==> src/rtl/fetch.sv <==
// Instruction fetch stage: holds the PC, issues one imem read at a time and hands
// the returned word to decode. `FETCH_MISALIGN_TRAP_EN` redirects misaligned targets to mtvec.
module fetch #(
  parameter logic [31:0] RESET_PC     = 32'h0000_0000,
  parameter int          SEL_PC_WIDTH = 3
) (
  input  logic                    clk,
  input  logic                    rst_n,
  output logic                    imem_req,
  output logic [31:0]             imem_addr,
  input  logic                    imem_ready,
  input  logic                    imem_rvalid,
  input  logic [31:0]             imem_rdata,
  output logic [31:0]             code,
  output logic [31:0]             pc,
  output logic                    inst_valid,
  input  logic                    inst_ready,
  input  logic [SEL_PC_WIDTH-1:0] pc_sel,
  input  logic [31:0]             imm,
  input  logic [31:0]             rs1_data,
  input  logic [31:0]             csr_mtvec,
  input  logic [31:0]             csr_mepc,
  output logic                    misalign_exc,
  output logic [31:0]             misalign_addr,
  output logic [1:0]              dbg_state
);

  localparam logic [SEL_PC_WIDTH-1:0] SEL_PC_ADD4  = SEL_PC_WIDTH'(0);
  localparam logic [SEL_PC_WIDTH-1:0] SEL_PC_JAL   = SEL_PC_WIDTH'(1);
  localparam logic [SEL_PC_WIDTH-1:0] SEL_PC_JALR  = SEL_PC_WIDTH'(2);
  localparam logic [SEL_PC_WIDTH-1:0] SEL_PC_MTVEC = SEL_PC_WIDTH'(3);
  localparam logic [SEL_PC_WIDTH-1:0] SEL_PC_MEPC  = SEL_PC_WIDTH'(4);
  localparam logic [31:0]             NOP          = 32'h0000_0013;

  typedef enum logic [1:0] {
    S_REQ   = 2'd0,
    S_WAIT  = 2'd1,
    S_VALID = 2'd2
  } state_t;

  state_t      state;
  logic [31:0] pc_q;
  logic [31:0] pc_out_q;
  logic [31:0] code_q;
  logic [31:0] next_raw;
  logic [31:0] next_pc;
  logic        handshake;

  // Handshake: an instruction moves to decode in a cycle where inst_valid && inst_ready;
  // imem accepts a request when imem_req && imem_ready; imem_rvalid counts only in S_WAIT.
  assign handshake = (state == S_VALID) && inst_ready;

  always_comb begin
    next_raw = pc_q + 32'd4;
    case (pc_sel)
      SEL_PC_ADD4:  next_raw = pc_q + 32'd4;
      SEL_PC_JAL:   next_raw = pc_q + imm;
      SEL_PC_JALR:  next_raw = (rs1_data + imm) & ~32'h1;
      SEL_PC_MTVEC: next_raw = csr_mtvec;
      SEL_PC_MEPC:  next_raw = csr_mepc;
      default:      next_raw = pc_q + 32'd4;
    endcase
  end

`ifdef FETCH_MISALIGN_TRAP_EN
  logic        exc_q;
  logic [31:0] exc_addr_q;

  // Bit 0 is dropped on the aligned path too so imem_addr is always word aligned.
  assign next_pc = next_raw[1] ? (csr_mtvec & 32'hFFFF_FFFC) : (next_raw & 32'hFFFF_FFFC);

  always_ff @(posedge clk or negedge rst_n) begin
    if (!rst_n) begin
      exc_q      <= 1'b0;
      exc_addr_q <= 32'h0;
    end else begin
      exc_q <= handshake && next_raw[1];
      if (handshake && next_raw[1]) exc_addr_q <= next_raw;
    end
  end

  assign misalign_exc  = exc_q;
  assign misalign_addr = exc_addr_q;
`else
  assign next_pc       = next_raw & 32'hFFFF_FFFC;
  assign misalign_exc  = 1'b0;
  assign misalign_addr = 32'h0;
`endif

  always_ff @(posedge clk or negedge rst_n) begin
    if (!rst_n) begin
      state    <= S_REQ;
      pc_q     <= RESET_PC;
      pc_out_q <= RESET_PC;
      code_q   <= NOP;
    end else begin
      case (state)
        S_REQ: begin
          if (imem_ready) state <= S_WAIT;
        end
        S_WAIT: begin
          if (imem_rvalid) begin
            code_q   <= imem_rdata;
            pc_out_q <= pc_q;
            state    <= S_VALID;
          end
        end
        S_VALID: begin
          if (inst_ready) begin
            pc_q  <= next_pc;
            state <= S_REQ;
          end
        end
        default: state <= S_REQ;
      endcase
    end
  end

  // pc is a separate copy so it only moves when a new word arrives, not at the handshake.
  assign imem_req   = (state == S_REQ);
  assign imem_addr  = pc_q;
  assign inst_valid = (state == S_VALID);
  assign code       = code_q;
  assign pc         = pc_out_q;
  assign dbg_state  = state;

endmodule

==> config.mk <==
export PLATFORM = sky130hd
export DESIGN_NAME = fetch
export DESIGN_NICKNAME = d
export VERILOG_FILES = /design/src/rtl/fetch.sv
export SDC_FILE = /design/constraint.sdc
export NUM_CORES = 1
export LEC_CHECK = 0
export CORE_MARGIN = 5
export CORE_UTILIZATION = 35
export CTS_CLUSTER_DIAMETER = 30
export DETAILED_ROUTE_END_ITERATION = 10
export PLACE_DENSITY = 0.69
export REMOVE_ABC_BUFFERS = 1
export SETUP_SLACK_MARGIN = 0.1
export SYNTH_ARGS = -nofsm -noshare
export SYNTH_HDL_FRONTEND = slang
export SYNTH_SLANG_ARGS = --single-unit
==> constraint.sdc <==
create_clock -name clk -period 2.6 [get_ports clk]
set_input_delay 0.39 -clock clk [delete_from_list [all_inputs] [get_ports clk]]
set_output_delay 0.39 -clock clk [all_outputs]
set_load 0.01 [all_outputs]
==> results of run 1 <==
## flip-flops by register name (all words and copies together) (netlist names)
register / flops
imem_addr: 30
dbg_state: 2
code: 32
pc: 30
## how the worst max path moves through the flow
stage / startpoint / endpoint / slack [ns] / depth (start not counted)
after CTS: pc_sel[1] / imem_addr[24]$_DFFE_PN0P_ / -0.53 / 15
final: pc_sel[1] / imem_addr[24]$_DFFE_PN0P_ / -0.45 / 17
after detailed placement: pc_sel[1] / imem_addr[28]$_DFFE_PN0P_ / -1.53 / 14
after floorplan: pc_sel[1] / imem_addr[27]$_DFFE_PN0P_ / -1.12 / 13
after global routing: pc_sel[1] / imem_addr[26]$_DFFE_PN0P_ / -0.55 / 16
after global placement: pc_sel[1] / imem_addr[28]$_DFFE_PN0P_ / -1.42 / 14
## timing repair
item	in CTS	in global routing
resized for setup	243	62
pin swaps	119	62
gates cloned	2	0
hold buffers	0	0
setup endpoints to repair	30	24
setup buffers	62	14
## cell usage after synthesis, types with 3 or more instances
| cell type | count |
|---|---|
| o21a_1 | 22 |
| mux2i_1 | 3 |
| nand2_1 | 49 |
| clkbuf_1 | 34 |
| buf_4 | 37 |
| a31oi_1 | 6 |
| o22a_1 | 4 |
| nor2_1 | 54 |
| nand3_1 | 14 |
| nor2b_1 | 6 |
| and2_1 | 33 |
| a31o_1 | 3 |
| a221oi_1 | 19 |
| o21ai_0 | 38 |
| o211ai_1 | 3 |
| or3_1 | 3 |
| dfrtp_1 | 91 |
| o221ai_1 | 15 |
| xor2_1 | 21 |
| nor3_1 | 9 |
| a211oi_1 | 6 |
| a221o_1 | 3 |
| a21o_1 | 27 |
| xnor2_1 | 33 |
| nand2b_1 | 8 |
| o21bai_1 | 6 |
| a21oi_1 | 72 |
| o311ai_0 | 4 |
| dfstp_2 | 3 |
| ha_1 | 59 |
| o31ai_1 | 3 |
| o21ai_1 | 6 |
| buf_2 | 8 |
| mux2_2 | 62 |
| inv_1 | 11 |
| nand4_1 | 11 |
| o22ai_1 | 10 |
## critical path: cells and delay by family
family / cells / cell delay (ns)
compound gates: 7 / 1.23
simple gates: 4 / 0.60
buf+inv: 4 / 0.58
fa+ha+maj: 1 / 0.30
xor+xnor: 1 / 0.17
## layout by cell type, fill, tap and decap left out, types with 22 or more instances in the layout
| master | netlist | final |
|---|---|---|
| clkdlybuf4s50_1 | 0 | 219 |
| xnor2_1 | 33 | 24 |
| mux2_2 | 62 | 62 |
| dlygate4sd2_1 | 0 | 26 |
| ha_1 | 59 | 27 |
| buf_6 | 1 | 33 |
| o21a_1 | 22 | 22 |
| ha_4 | 0 | 31 |
| buf_4 | 37 | 268 |
| a21o_1 | 27 | 27 |
| conb_1 | 1 | 37 |
| a21oi_1 | 72 | 47 |
| nand2_1 | 49 | 39 |
| dfrtp_1 | 91 | 91 |
| nor2_1 | 54 | 46 |
## cell type report
class | instances | area [µm²]
clock buffers | 10 | 239
well taps | 280 | 350
repair buffers | 562 | 5000
clock inverters | 6 | 77.6
fillers | 1668 | 7560
inverters | 11 | 41.3
flip-flops and latches | 94 | 2360
multi-input cells | 694 | 6200
diodes | 1 | 2.50
## cells by family after synthesis
| group | after synthesis | share of synthesized area |
|---|---|---|
| buf+inv | 92 | 0.0648 |
| fa+ha+maj | 60 | 0.0979 |
| xor+xnor | 54 | 0.0610 |
| mux | 65 | 0.0940 |
| compound gates | 278 | 0.251 |
| flops | 94 | 0.304 |
| other cells | 1 | 0.000484 |
| simple gates | 200 | 0.127 |
## layer usage
metal	vias up	share of wire	wire length, µm
met5	-	0.00039	13
met4	2	0.042	1390
met3	104	0.065	2160
met2	359	0.48	15800
met1	4334	0.42	13800
li1	4136	-	-
## metrics by stage
step,cells,TNS [ns]
2_1_floorplan,799,-27.24
3_3_place_gp,1588,-27.23
3_5_place_dp,1588,-29.22
4_1_cts,1648,-4.74
5_1_grt,1658,-7.32
6_report,1658,-4.96
## power by group through the flow
stage          logic [µW]  clock network [µW]  registers, µW
2_1_floorplan        2360                   0           3030
3_3_place_gp         6230                   0           2640
3_5_place_dp         6300                   0           2680
4_1_cts              6970                1510           2710
5_1_grt              7850                1570           2800
6_report             7390                1490           2730
==> flow_summary.yaml, run 1 <==
run_status:
  run_status: "finished with violations"
  violations: "setup timing"
route:
  ant_nets: 0
  num_vias: 8935
  drc: 0
  vias_per_cell: 5.39
  drtIter0Drc: 412
  firstDrtPassIters: 5
  finalWirelength_mm: 33.1
  routedWlPerCell_um: 20.0
clock_tree:
  clk_pin_slew_ns: 0.08
  htreeDepth: 3
  clkSinkCount: 94
  clock_latency_ns: 0.36
  clock-root-buffer: "clkbuf_16"
  cts.path.max_buffers: 2
  cts_tree: "yes"
  cts_made_buffers: 9
logic_synthesis:
  synth_edf_count: 0
  synth_cell_types: 74
  synth_area_leaders: "dfrtp_1 29%, ha_1 9.5%, mux2_2 9.0%"
  ys_async_sr_fraction: 1.00
  ys_seq_area_frac: 0.304
  synth_area_per_cell_um2: 9.18
  netlist_area_um2: 7750
  yosysTopAreaCell: "dfrtp_1"
  synth_cells: 844
  synth-seq-cells: 94
  synth.top_cell.area_share: 0.294
  synthFlopType: "dfrtp_1"
  yosys_warnings: 0
sta:
  skew_ns: 0.0148
  fmax_mhz: 327
  holdWs_ns: 0.0502
  maxSlewHeadroom: 0.493
  worst_slew_pin_slew_ns: 0.760
  drv_slew: 0
  finalCritPeriodShare: 1.17
  finalHoldViolCount: 0
  setup_viol: 20
  period_minus_slack_ns: 3.05
  setup_slack_ns: -0.455
  rsz0062_at_grt: "true"
setup_path:
  r2r_start: "imem_addr[2]$_DFFE_PN0P_"
  endpoint_kind: "flip-flop"
  crit_chain: "buf_6 > nand2b_4 > nor2_4 > buf_6 > and2_1 > ha_2 > buf_4 > a21oi_1 > o21a_1 > o211a_4 > nand3_2 > a211oi_2 > buf_4 > o21bai_1 > xor2_1 > o221ai_1 > o311ai_1"
  required_ns: 2.83
  crit_slowest_cell: "ha_2"
  r2r_cells: 13
  reg2reg_to: "imem_addr[26]$_DFFE_PN0P_"
  critPathLaunchType: "input port"
  path_class: "input port to flip-flop"
  crit_fanout: 5
  max_stage_delay_ns: 0.30
  cp_data_arrival_time_ns: 3.28
  reg2reg_slack_ns: -0.17
global_routing:
  grt_use_met2: 0.403
  grt_max_degree: 95
  grt_pass1_wl_mm: 50.1
  groute.layer.met1.usage: 0.312
  grt_pass1_vias: 9166
  track_usage: 0.243
  antenna_found_initial: 2
  busiest_layer: "met2"
  globalRoute.totalOverflow: 0
  globalRouteMet3Util: 0.0480
power_and_ir_drop:
  cellPowerDensity_nw_per_um2: 813
  p_sw_frac: 0.380
  leakage_uw: 0.00620
  seq_power_share: 0.235
  p_comb_frac: 0.637
  p_int_uw: 7190
  ir_worst_vdd_mv: 0.374
  p_sw_uw: 4400
  power_uw: 11600
  clockPowerShare: 0.128
hold_path:
  min-delay-path-class: "input port to async pin"
layout:
  finalCoreUtilization: 0.654
  drive_above_1_share: 0.408
  num-nets-final: 1600
  finalInstanceArea_um2: 14300
  area.growth.synth_to_final_pct: 84.1
floorplan:
  start_util: 0.355
  rows: 54
  die_y_um: 159
  core_area_um2: 21800
  die_w_um: 159
  dieArea_um2: 25200
  num_io_pins: 301
flow_run:
  maxCapViolations: 0
placement:
  placed_area_um2: 12300
  gp_congestion: 0.937
  preCtsSetupSlack_ns: -1.53
  hpwl_mm: 24.1
  io_buffers: 259
Power figures use the tool's default switching activity.
==> run 2: changes to the inputs <==
--- a/config.mk
+++ b/config.mk
@@ -5,6 +5,7 @@
 export SDC_FILE = /design/constraint.sdc
 export NUM_CORES = 1
 export LEC_CHECK = 0
+export ABC_CLOCK_PERIOD_IN_PS = 2600
 export CORE_MARGIN = 5
 export CORE_UTILIZATION = 35
 export CTS_CLUSTER_DIAMETER = 30
@@ -12,6 +13,7 @@
 export PLACE_DENSITY = 0.69
 export REMOVE_ABC_BUFFERS = 1
 export SETUP_SLACK_MARGIN = 0.1
+export SLEW_MARGIN = 20
 export SYNTH_ARGS = -nofsm -noshare
 export SYNTH_HDL_FRONTEND = slang
 export SYNTH_SLANG_ARGS = --single-unit
==> flow_summary.yaml, run 2 (synthesis results as in run 1) <==
run_status:
  run_status: "finished with violations"
  violations: "setup timing"
layout:
  finalCoreUtilization: 0.654
  layout_commonest_cell: "buf_4"
  num-nets-final: 1600
  drive_above_1_share: 0.408
  final_cell_mix: "268 x buf_4, 219 x clkdlybuf4s50_1, 91 x dfrtp_1"
  largest_reg_flops: 32
  fin_cells: 1658
  area.growth.synth_to_final_pct: 84.1
floorplan:
  die_w_um: 159
  core_area_um2: 21800
  rows: 54
  die_y_um: 159
  start_util: 0.355
  num_io_pins: 301
  dieArea_um2: 25200
route:
  vias_per_cell: 5.37
  firstDrtPassIters: 4
  drtIter0Drc: 533
  routedWlPerCell_um: 20.0
  finalWirelength_mm: 33.1
  num_vias: 8902
  ant_nets: 0
  drc: 0
setup_path:
  critPathLaunchType: "input port"
  endpoint_kind: "flip-flop"
  crit_slowest_cell: "or3_4"
  crit_family: "compound AO/OA/AOI/OAI gates"
  max_stage_delay_ns: 0.39
  cp_data_arrival_time_ns: 3.31
  crit_chain: "buf_6 > nand2b_4 > or3_4 > ha_4 > fa_2 > a211oi_2 > nor2_2 > o31ai_4 > buf_4 > a31oi_4 > buf_6 > o21a_1 > buf_6 > xnor2_2 > o21ai_1 > a22o_1"
  crit_path_frequent_cell: "buf_6"
  cp_num_buf_inv: 4
  crit_fanout: 3
  path_class: "input port to flip-flop"
  required_ns: 2.86
clock_tree:
  cts_tree: "yes"
  clock-root-buffer: "clkbuf_16"
  cts_made_buffers: 9
  clkSinkCount: 94
  cts.path.max_buffers: 2
  clock_latency_ns: 0.36
  htreeDepth: 3
  clk_pin_slew_ns: 0.08
sta:
  rsz0062_at_grt: "true"
  skew_ns: 0.0140
  maxSlewHeadroom: 0.513
  fmax_mhz: 327
  finalHoldViolCount: 0
  period_minus_slack_ns: 3.06
  setup_slack_ns: -0.455
  drv_slew: 0
  finalCritPeriodShare: 1.18
  worst_slew_pin_slew_ns: 0.730
  setup_viol: 20
global_routing:
  globalRoute.totalOverflow: 0
  track_usage: 0.243
  antenna_found_initial: 1
  grt_max_degree: 95
  grt_pass1_wl_mm: 50.1
  grt_pass1_vias: 9166
power_and_ir_drop:
  ir_worst_vdd_mv: 0.374
  clockPowerShare: 0.128
  leakage_uw: 0.00620
  p_sw_frac: 0.380
  seq_power_share: 0.235
  p_comb_frac: 0.637
  p_int_uw: 7190
  cellPowerDensity_nw_per_um2: 813
  p_sw_uw: 4400
hold_path:
  min-delay-path-class: "input port to async pin"
placement:
  io_buffers: 259
  gp_congestion: 0.937
  preCtsSetupSlack_ns: -1.53
  dpl.cell_count: 1588
  hpwl_mm: 24.1
flow_run:
  maxCapViolations: 0
run 2: cell counts in the layout (fill, tap and decap cells not counted):
No cell type changed its count.
run 2: per-layer routing:
layer,routed length (µm),track usage
met1,13700,0.312
met2,15900,0.403
met3,2240,0.0480
met4,1230,0.0966
met5,0,0
run 2: power groups by stage:
stage | clock network (µW) | logic (µW) | registers (µW)
6_report | 1480 | 7390 | 2720
4_1_cts | 1510 | 6970 | 2710
2_1_floorplan | 0 | 2360 | 3030
3_5_place_dp | 0 | 6300 | 2680
5_1_grt | 1570 | 7840 | 2800
3_3_place_gp | 0 | 6230 | 2640
run 2: cell type report:
class	count	area, µm²
Fill cell	1667	7560
Multi-Input combinational cell	694	6200
Timing Repair Buffer	562	5000
Sequential cell	94	2360
Tap cell	280	350
Clock buffer	10	239
Clock inverter	6	77.6
Inverter	11	41.3
Antenna cell	1	2.50
run 2: timing repair:
item / 4_1_cts / 5_1_grt
endpoints found under the setup margin: 30 / 22
cloned: 2 / 0
buffers inserted: 62 / 14
hold buffers: 0 / 0
gates resized for setup: 243 / 61
pin swaps: 119 / 62
run 2: path summary, 6_finish.rpt:
path	slack [ns]	cells past startpoint	to	start
worst max-delay path	-0.46	16	imem_addr[26]$_DFFE_PN0P_	pc_sel[1]
worst min-delay path	0.05	2	pc[12]$_DFFE_PN0P_	rst_n
worst max register to register	-0.19	13	imem_addr[26]$_DFFE_PN0P_	imem_addr[2]$_DFFE_PN0P_
worst min register to register	0.50	1	code[20]$_DFFE_PN0P_	code[20]$_DFFE_PN0P_
max in group asynchronous	2.05	2	code[6]$_DFFE_PN0P_	rst_n
min in group clk	0.50	1	code[20]$_DFFE_PN0P_	code[20]$_DFFE_PN0P_
run 2: metrics by stage:
stage          total power [µW]  setup TNS, ns  hold slack, ns  area, µm²
2_1_floorplan              5380         -27.24          0.0944       7420
5_1_grt                   12200          -7.32          0.0983      14300
6_report                  11600          -4.94          0.0483      14300
4_1_cts                   11200          -4.74           0.114      13800
3_3_place_gp               8870         -27.23           0.485      12300
3_5_place_dp               8980         -29.22           0.491      12300
==> run 3: changes to the inputs <==
--- a/config.mk
+++ b/config.mk
@@ -5,6 +5,7 @@
 export SDC_FILE = /design/constraint.sdc
 export NUM_CORES = 1
 export LEC_CHECK = 0
+export ABC_AREA = 0
 export ABC_CLOCK_PERIOD_IN_PS = 2600
 export CORE_MARGIN = 5
 export CORE_UTILIZATION = 35
==> results of run 3 <==
Same layout as run 2: the final DEF is identical, and so are final timing and power.
